**config.mk**
```make
export PLATFORM = sky130hd
export DESIGN_NAME = mem_bridge
export DESIGN_NICKNAME = d
export VERILOG_FILES = /design/src/rtl/mem_bridge.sv
export SDC_FILE = /design/constraint.sdc
export NUM_CORES = 1
export LEC_CHECK = 0
export ABC_AREA = 1
export CELL_PAD_IN_SITES_DETAIL_PLACEMENT = 1
export CELL_PAD_IN_SITES_GLOBAL_PLACEMENT = 1
export CORE_MARGIN = 2
export CORE_UTILIZATION = 43
export CTS_CLUSTER_DIAMETER = 200
export DETAILED_ROUTE_END_ITERATION = 10
export PLACE_DENSITY_LB_ADDON = 0.1
export SLEW_MARGIN = 5
export SYNTH_ARGS = -nofsm -noshare
export SYNTH_HDL_FRONTEND = slang
export SYNTH_SLANG_ARGS = --single-unit
```
**constraint.sdc**
```tcl
create_clock -name clk -period 5.2 [get_ports clk]
set_clock_uncertainty 0.1 [all_clocks]
set_input_delay 1.04 -clock clk [delete_from_list [all_inputs] [get_ports clk]]
set_output_delay 1.04 -clock clk [all_outputs]
set_load 0.02 [all_outputs]
```
**src/rtl/mem_bridge.sv**
```systemverilog
// ---------------------------------------------------------------------------
// mem_bridge
//   Bridges the multicycle CPU memory port to a variable-latency req/ack
//   memory. Stores are posted into a circular write buffer and drained in
//   order; loads stall the CPU until the buffer is empty and the load data
//   has come back. Every memory transaction is followed by one idle cycle.
//
// Parameters
//   WB_DEPTH  write-buffer entries (power of 2, >= 2)
//   TIMEOUT   ack-wait limit in cycles (only with MEM_TIMEOUT_EN)
//
// Optional build macro
//   MEM_TIMEOUT_EN  abort a transaction after TIMEOUT cycles without ack,
//                   raise sticky mem_err, return 32'hDEADBEEF on a read.
//
// Ports
//   clk, rst                  clock, async active-low reset
//   cpu_req/we/adr/wdata      CPU access request
//   cpu_rdata, cpu_stall      read data, stall back to the CPU
//   mem_req/we/adr/wdata      registered memory request
//   mem_ack, mem_rdata        memory completion and read data
//   wb_count                  buffered write count (debug)
//   mem_err                   sticky timeout flag
// ---------------------------------------------------------------------------
module mem_bridge #(
    parameter int WB_DEPTH = 4,
    parameter int TIMEOUT  = 255
) (
    input  logic                        clk,
    input  logic                        rst,
    input  logic                        cpu_req,
    input  logic                        cpu_we,
    input  logic [31:0]                 cpu_adr,
    input  logic [31:0]                 cpu_wdata,
    output logic [31:0]                 cpu_rdata,
    output logic                        cpu_stall,
    output logic                        mem_req,
    output logic                        mem_we,
    output logic [31:0]                 mem_adr,
    output logic [31:0]                 mem_wdata,
    input  logic                        mem_ack,
    input  logic [31:0]                 mem_rdata,
    output logic [$clog2(WB_DEPTH):0]   wb_count,
    output logic                        mem_err
);

    localparam int PW = $clog2(WB_DEPTH);
    localparam int CW = PW + 1;

    if (WB_DEPTH < 2 || (WB_DEPTH & (WB_DEPTH - 1)) != 0 || TIMEOUT < 1) begin : g_bad_param
        $error("mem_bridge: WB_DEPTH must be a power of 2 >= 2 and TIMEOUT >= 1");
    end

    typedef enum logic [1:0] {IDLE, WRITE, READ, GAP} state_t;

    typedef struct packed {
        logic [31:0] adr;
        logic [31:0] data;
    } wb_entry_t;

    state_t        state, state_d;
    wb_entry_t     wb_mem [WB_DEPTH];
    wb_entry_t     head;
    logic [PW-1:0] wr_ptr, rd_ptr;
    logic [CW-1:0] count;
    logic          full, empty, enq, deq;
    logic          busy, done, tmo, rd_done, rd_pend;
    logic          start_wr, start_rd;

    // full comes from the registered count, so a dequeue in this cycle only
    // frees space for a stalled store on the next cycle.
    assign full      = (count == CW'(WB_DEPTH));
    assign empty     = (count == '0);
    assign enq       = cpu_req & cpu_we & ~full;
    assign rd_pend   = cpu_req & ~cpu_we & ~rd_done;
    assign cpu_stall = cpu_req & (cpu_we ? full : ~rd_done);
    assign head      = wb_mem[rd_ptr];
    assign wb_count  = count;

    // mem_req is high exactly while in WRITE/READ, so an ack outside those
    // states never completes anything.
    assign busy = (state == WRITE) || (state == READ);
    assign done = busy & (mem_ack | tmo);
    assign deq  = (state == WRITE) & done;

    // ---------------- write buffer ----------------
    always_ff @(posedge clk) begin
        if (enq) wb_mem[wr_ptr] <= '{adr: cpu_adr, data: cpu_wdata};
    end

    always_ff @(posedge clk or negedge rst) begin
        if (!rst) begin
            wr_ptr <= '0;
            rd_ptr <= '0;
            count  <= '0;
        end else begin
            if (enq) wr_ptr <= wr_ptr + PW'(1);
            if (deq) rd_ptr <= rd_ptr + PW'(1);
            case ({enq, deq})
                2'b10:   count <= count + CW'(1);
                2'b01:   count <= count - CW'(1);
                default: count <= count;
            endcase
        end
    end

    // ---------------- FSM ----------------
    always_ff @(posedge clk or negedge rst) begin
        if (!rst) state <= IDLE;
        else      state <= state_d;
    end

    // Buffered stores always go first so a load never overtakes an older store.
    always_comb begin
        state_d  = state;
        start_wr = 1'b0;
        start_rd = 1'b0;
        case (state)
            IDLE: begin
                if (!empty) begin
                    state_d  = WRITE;
                    start_wr = 1'b1;
                end else if (rd_pend) begin
                    state_d  = READ;
                    start_rd = 1'b1;
                end
            end
            WRITE, READ: if (done) state_d = GAP;
            GAP:         state_d = IDLE;
            default:     state_d = IDLE;
        endcase
    end

    // ---------------- registered memory / CPU outputs ----------------
    always_ff @(posedge clk or negedge rst) begin
        if (!rst) begin
            mem_req   <= 1'b0;
            mem_we    <= 1'b0;
            mem_adr   <= '0;
            mem_wdata <= '0;
            cpu_rdata <= '0;
            rd_done   <= 1'b0;
        end else begin
            if (start_wr) begin
                mem_req   <= 1'b1;
                mem_we    <= 1'b1;
                mem_adr   <= head.adr;
                mem_wdata <= head.data;
            end else if (start_rd) begin
                mem_req <= 1'b1;
                mem_we  <= 1'b0;
                mem_adr <= cpu_adr;
            end else if (done) begin
                mem_req <= 1'b0;
                mem_we  <= 1'b0;
            end

            // One-cycle pulse releases the stalled load; cleared next edge.
            rd_done <= (state == READ) & done;

            if (state == READ) begin
                if (mem_ack)  cpu_rdata <= mem_rdata;
                else if (tmo) cpu_rdata <= 32'hDEAD_BEEF;
            end
        end
    end

    // ---------------- optional ack timeout ----------------
`ifdef MEM_TIMEOUT_EN
    localparam int TW = $clog2(TIMEOUT + 1);

    logic [TW-1:0] tcnt;
    logic          err_q;

    // Abort on the edge where the wait count would reach TIMEOUT, so mem_req
    // stays up for exactly TIMEOUT cycles without an ack.
    assign tmo     = busy & ~mem_ack & (tcnt == TW'(TIMEOUT - 1));
    assign mem_err = err_q;

    always_ff @(posedge clk or negedge rst) begin
        if (!rst) begin
            tcnt  <= '0;
            err_q <= 1'b0;
        end else begin
            if (start_wr || start_rd)  tcnt <= '0;
            else if (busy && !mem_ack) tcnt <= tcnt + TW'(1);
            if (tmo) err_q <= 1'b1;
        end
    end
`else
    assign tmo     = 1'b0;
    assign mem_err = 1'b0;
`endif

endmodule

```
* Yosys cells after proc, flatten, opt, wreduce, memory -nomap -nowiden
Memory sizes are Yosys's and may differ from the RTL's.
Cells that the tools add are included.
** Cells by class
- Div/mod/pow operators :: 0
- Reductions and logical operators :: 9
- Shift operators :: 0
- Multiply operators :: 0
- Equal/unequal tests :: 8
- Add/subtract/negate cells :: 4
- Bitwise operators :: 11
- Order comparisons :: 0
- Muxes and demuxes :: 20
** Operator list (number)
- 2-to-1 mux 32 bit :: 2
- 2-to-1 mux 1 bit :: 13
- bitwise AND 1 bit :: 8
- == test 2 bit (second input constant) :: 3
- 2-to-1 mux 2 bit :: 3
- one-hot mux 2 bit (3 select lines) :: 1
- one-hot mux 3 bit (2 select lines) :: 1
- adder 2 x 1 -> 2 bit (second input constant) :: 2
- == test 2 x 1 -> 1 bit (second input constant) :: 2
- AND reduction 2 bit :: 2
- nonzero test 2 bit :: 2
- adder 3 x 1 -> 3 bit (second input constant) :: 1
- == test 3 bit (second input constant) :: 1
- zero test 3 bit :: 1
- inequality test 3 bit (second input constant) :: 1
- NOT 1 bit :: 3
- nonzero test 3 bit :: 1
- subtractor 3 x 1 -> 3 bit (second input constant) :: 1
- zero test 2 bit :: 1
- inequality test 2 bit (second input constant) :: 1
- OR reduction 2 bit :: 1
- logical OR 1 bit :: 1
** Storage, ports and cells
- Latch bits :: 0
- Bits in read-only memories :: 0
- Bits in registers :: 108
- Input bits :: 101
- Memory bits (writable) :: 256
- Memories kept :: 1
- Word-level logic and storage cells :: 63
** Memories
- wb_mem :: depth 4, width 64, read ports 1, clocked after Yosys merged registers in 0, wr ports 1, line 62 : wb_entry_t wb_mem [WB_DEPTH];

* Depth between registers and ports, before layout
- Depth in word-level cells :: 8
- Depth in mapped cells :: 10

* Worst setup path before layout
Ideal clock, no wire load.
- Path type :: in2reg
- Start point :: input port cpu_we
- End point :: memory wb_mem[0][0] in the netlist's numbering, enable pin
- Stages on the path :: 2
- Data arrival time :: 3.983 ns
- Path slack :: 0.630 ns
- Required time :: 4.613 ns
- Cell sequence :: nand3_1 -> nor2_1
** On the way
- Longest elaborated chain between the ends :: 4
** RTL lines
- from (decl) :: line 32 : input logic cpu_we,
- bitwise AND 1 bit (2 in series) :: line 74 : assign enq = cpu_req & cpu_we & ~full;
- 2-to-1 mux 1 bit :: line 88 : if (enq) wb_mem[wr_ptr] <= '{adr: cpu_adr, data: cpu_wdata};
- 2-to-1 mux 1 bit (implied by the code) :: line 88
- to (decl) :: line 62
Every way passes these cells.

* Worst setup path after layout
- Start point :: input port cpu_we
- End point :: output port cpu_stall
** On the way
- Longest elaborated chain between the ends :: 2
** RTL lines
- 2-to-1 mux 1 bit :: line 76 : assign cpu_stall = cpu_req & (cpu_we ? full : ~rd_done);
- bitwise AND 1 bit :: line 76
- to (decl) :: line 36 : output logic cpu_stall,
Every way passes these cells.

==> impl_metrics.yaml <==
finish:
  final_core_util_pct: 55.4
  seqCellArea_um2: 10400
  stdcell_area_um2: 18100
  final_common_cell: "nand2_1"
  drive_gt1_share_pct: 8.22
  fillers: 3457
  multi_input_area_um2: 3610
  syn_to_final_growth_pct: 26.1
  nNetsFinal: 1554
  final_cell_mix: "401 x nand2_1, 256 x edfxtp_1, 201 x clkdlybuf4s50_1, 166 x nor2_1, 107 x dfrtp_1"
detailed_routing:
  routed-via-count: 9662
  met2_length_um: 17400
  route.detailed.drc: 0
  routed.top_layer: "met5"
  ant_nets: 0
  drt-initial-drc-count: 526
  viasPerCell: 5.05
  first_pass_iters: 4
  wire_per_inst_um: 18.9
  met1_length_um: 15800
  wl_met3_um: 2100
  wirelength_um: 36200
clock_network:
  cts_tree: "yes"
  cts_max_level: 2
  cts-buffers-inserted: 40
  path_clk_slew_ns: 0.05
  clk-insertion-delay-late_ns: 0.52
  cts.repair.resized: 0
  root_buffer: "clkbuf_16"
  clock_path_buffers: 3
  clkSinkCount: 364
  postCtsSetupBuffers: 0
  hold_buffers: 0
floorplanning:
  start_util_pct: 44.0
  core_um2: 32700
  placementRows: 66
  io_pins: 204
  dieArea_um2: 34900
  die_w_um: 187
  fp.dieH_um: 187
timing:
  slew_violations: 0
  rsz0062_at_grt: "false"
  worst_pin_slew_ns: 0.866
  finalHoldViolations: 0
  relSlewSlack_pct: 42.3
  setup_viol_count_final: 0
  fin_crit_sh_pct: 69.2
  tns_ns: 0
  period_needed_ns: 3.60
  fmax_mhz: 278
worst_hold_path:
  hold_path_class: "reg -> reg"
  min_to: "mem_wdata[2]"
  hold_depth: 2
  worstHoldStart: "mem_wdata[2]"
critical_path:
  r2r-end: "mem_wdata[6]"
  start_kind: "primary input"
  ff2ff_setup_slack_ns: 2.39
  crit_path_end_kind: "output port"
  crit_fanout: 3
  worst-setup-path-type: "in -> out"
  reg2reg_from: "rd_ptr[0]"
  critPathRequiredTime_ns: 4.06
  reg2reg_depth: 6
  worstPathArrival_ns: 2.46
global_routing:
  grt_pass1_vias: 10600
  overflow: 0
  grt_pass1_wl_um: 58000
  track_usage_pct: 21.0
  grt_max_degree: 77
  antenna_found_initial: 4
power:
  ir_worst_vdd_mv: 0.305
  leakage_nw: 7.14
  p_per_area_nw_per_um2: 617
logic_synthesis:
  synth-seq-cells: 364
  synth_cells: 1245
  synthesis.nets: 1356
  yosys_warnings: 0
  yosysSeqAreaShare_pct: 72.3
  syn_area_um2: 14400
  ys_types: 24
  syn_avg_cell_area_um2: 11.5
run_status:
  status: "completed"
run:
  cap_violations: 0
placement:
  portBuffers: 202
  gp_congestion: 0.690
  dpl_cell_area_um2: 16800
  dp_hpwl_um: 21500
==> power breakdown <==
group          internal (mW)  total [mW]  switching [mW]
clock                   1.71        2.79            1.08
combinational           1.60        4.25            2.65
sequential              3.78        4.16           0.377
==> critical path: stages <==
cell and delay (ns):
clkdlybuf4s50_1 0.45, nand3b_1 0.22, o21ai_0 0.11, clkdlybuf4s50_1 0.63
==> kinds of logic after synthesis <==
family / share of synthesized area [%]
AOI/OAI and AO/OA: 3.64
xor gates and xnor gates: 0.244
adders and majority gates: 0.922
buffers and inverters: 2.94
DFF: 72.3
muxes: 2.51
other: 0.0261
and+or+nand+nor: 17.5
==> registers in the layout, indices dropped and copies added, names as in the netlist, 2 cells and up <==
name	flops
wb_mem	256
wb_count	3
mem_adr	32
wr_ptr	2
rd_ptr	2
mem_wdata	32
cpu_rdata	32
state	2
==> Yosys cell counts (all sizes together) <==
cell    count  area (um^2)
nand3b      1         7.51
or2         1         6.26
fa          1         20.0
edfxtp    256         7690
nand2     402         1510
buf        50          288
clkbuf     16         60.1
conb        1         3.75
a21oi       2         10.0
xnor2       1         8.76
nand3      68          340
o21ai     101          505
dfrtp     108         2700
a21boi      1         7.51
inv        20         75.1
xor2        3         26.3
nor2      172          648
ha          9          113
mux2       32          360
==> final cells by class <==
cell class	count	share of cell area, %
inverters	20	0.435
repair buffers	222	12.1
clock inverters	16	0.959
diodes	1	0.0138
clock buffers	55	6.22
multi-input cells	795	19.9
well taps	442	3.05
flip-flops and latches	364	57.3
==> layer usage <==
| metal | up-vias | global-route usage [%] |
|---|---|---|
| li1 | 4568 | - |
| met1 | 4791 | 26.8 |
| met2 | 229 | 35.7 |
| met3 | 70 | 5.03 |
| met4 | 4 | 6.14 |
| met5 | - | 0 |
==> how the worst max path moves through the flow <==
| stage | startpoint | to | cells past startpoint |
|---|---|---|---|
| after floorplan | cpu_we | wb_mem[0][0] | 2 |
| after global placement | cpu_req | wb_mem[2][25] | 4 |
| after detailed placement | cpu_req | wb_mem[2][25] | 4 |
| after CTS | cpu_we | cpu_stall | 4 |
| after global routing | cpu_we | cpu_stall | 4 |
| final | cpu_we | cpu_stall | 4 |
==> through the flow <==
| step | setup slack (ns) | power (mW) | instances | hold WS, ns |
|---|---|---|---|---|
| 3_5_place_dp | 1.58 | 8.50 | 1843 | 0.365 |
| 2_1_floorplan | 0.630 | 6.77 | 1245 | 0.367 |
| 5_1_grt | 1.54 | 11.9 | 1915 | 0.406 |
| 6_report | 1.60 | 11.2 | 1915 | 0.374 |
| 3_3_place_gp | 1.60 | 8.34 | 1843 | 0.362 |
| 4_1_cts | 1.61 | 11.4 | 1914 | 0.381 |
Power figures use the tool's default switching activity.
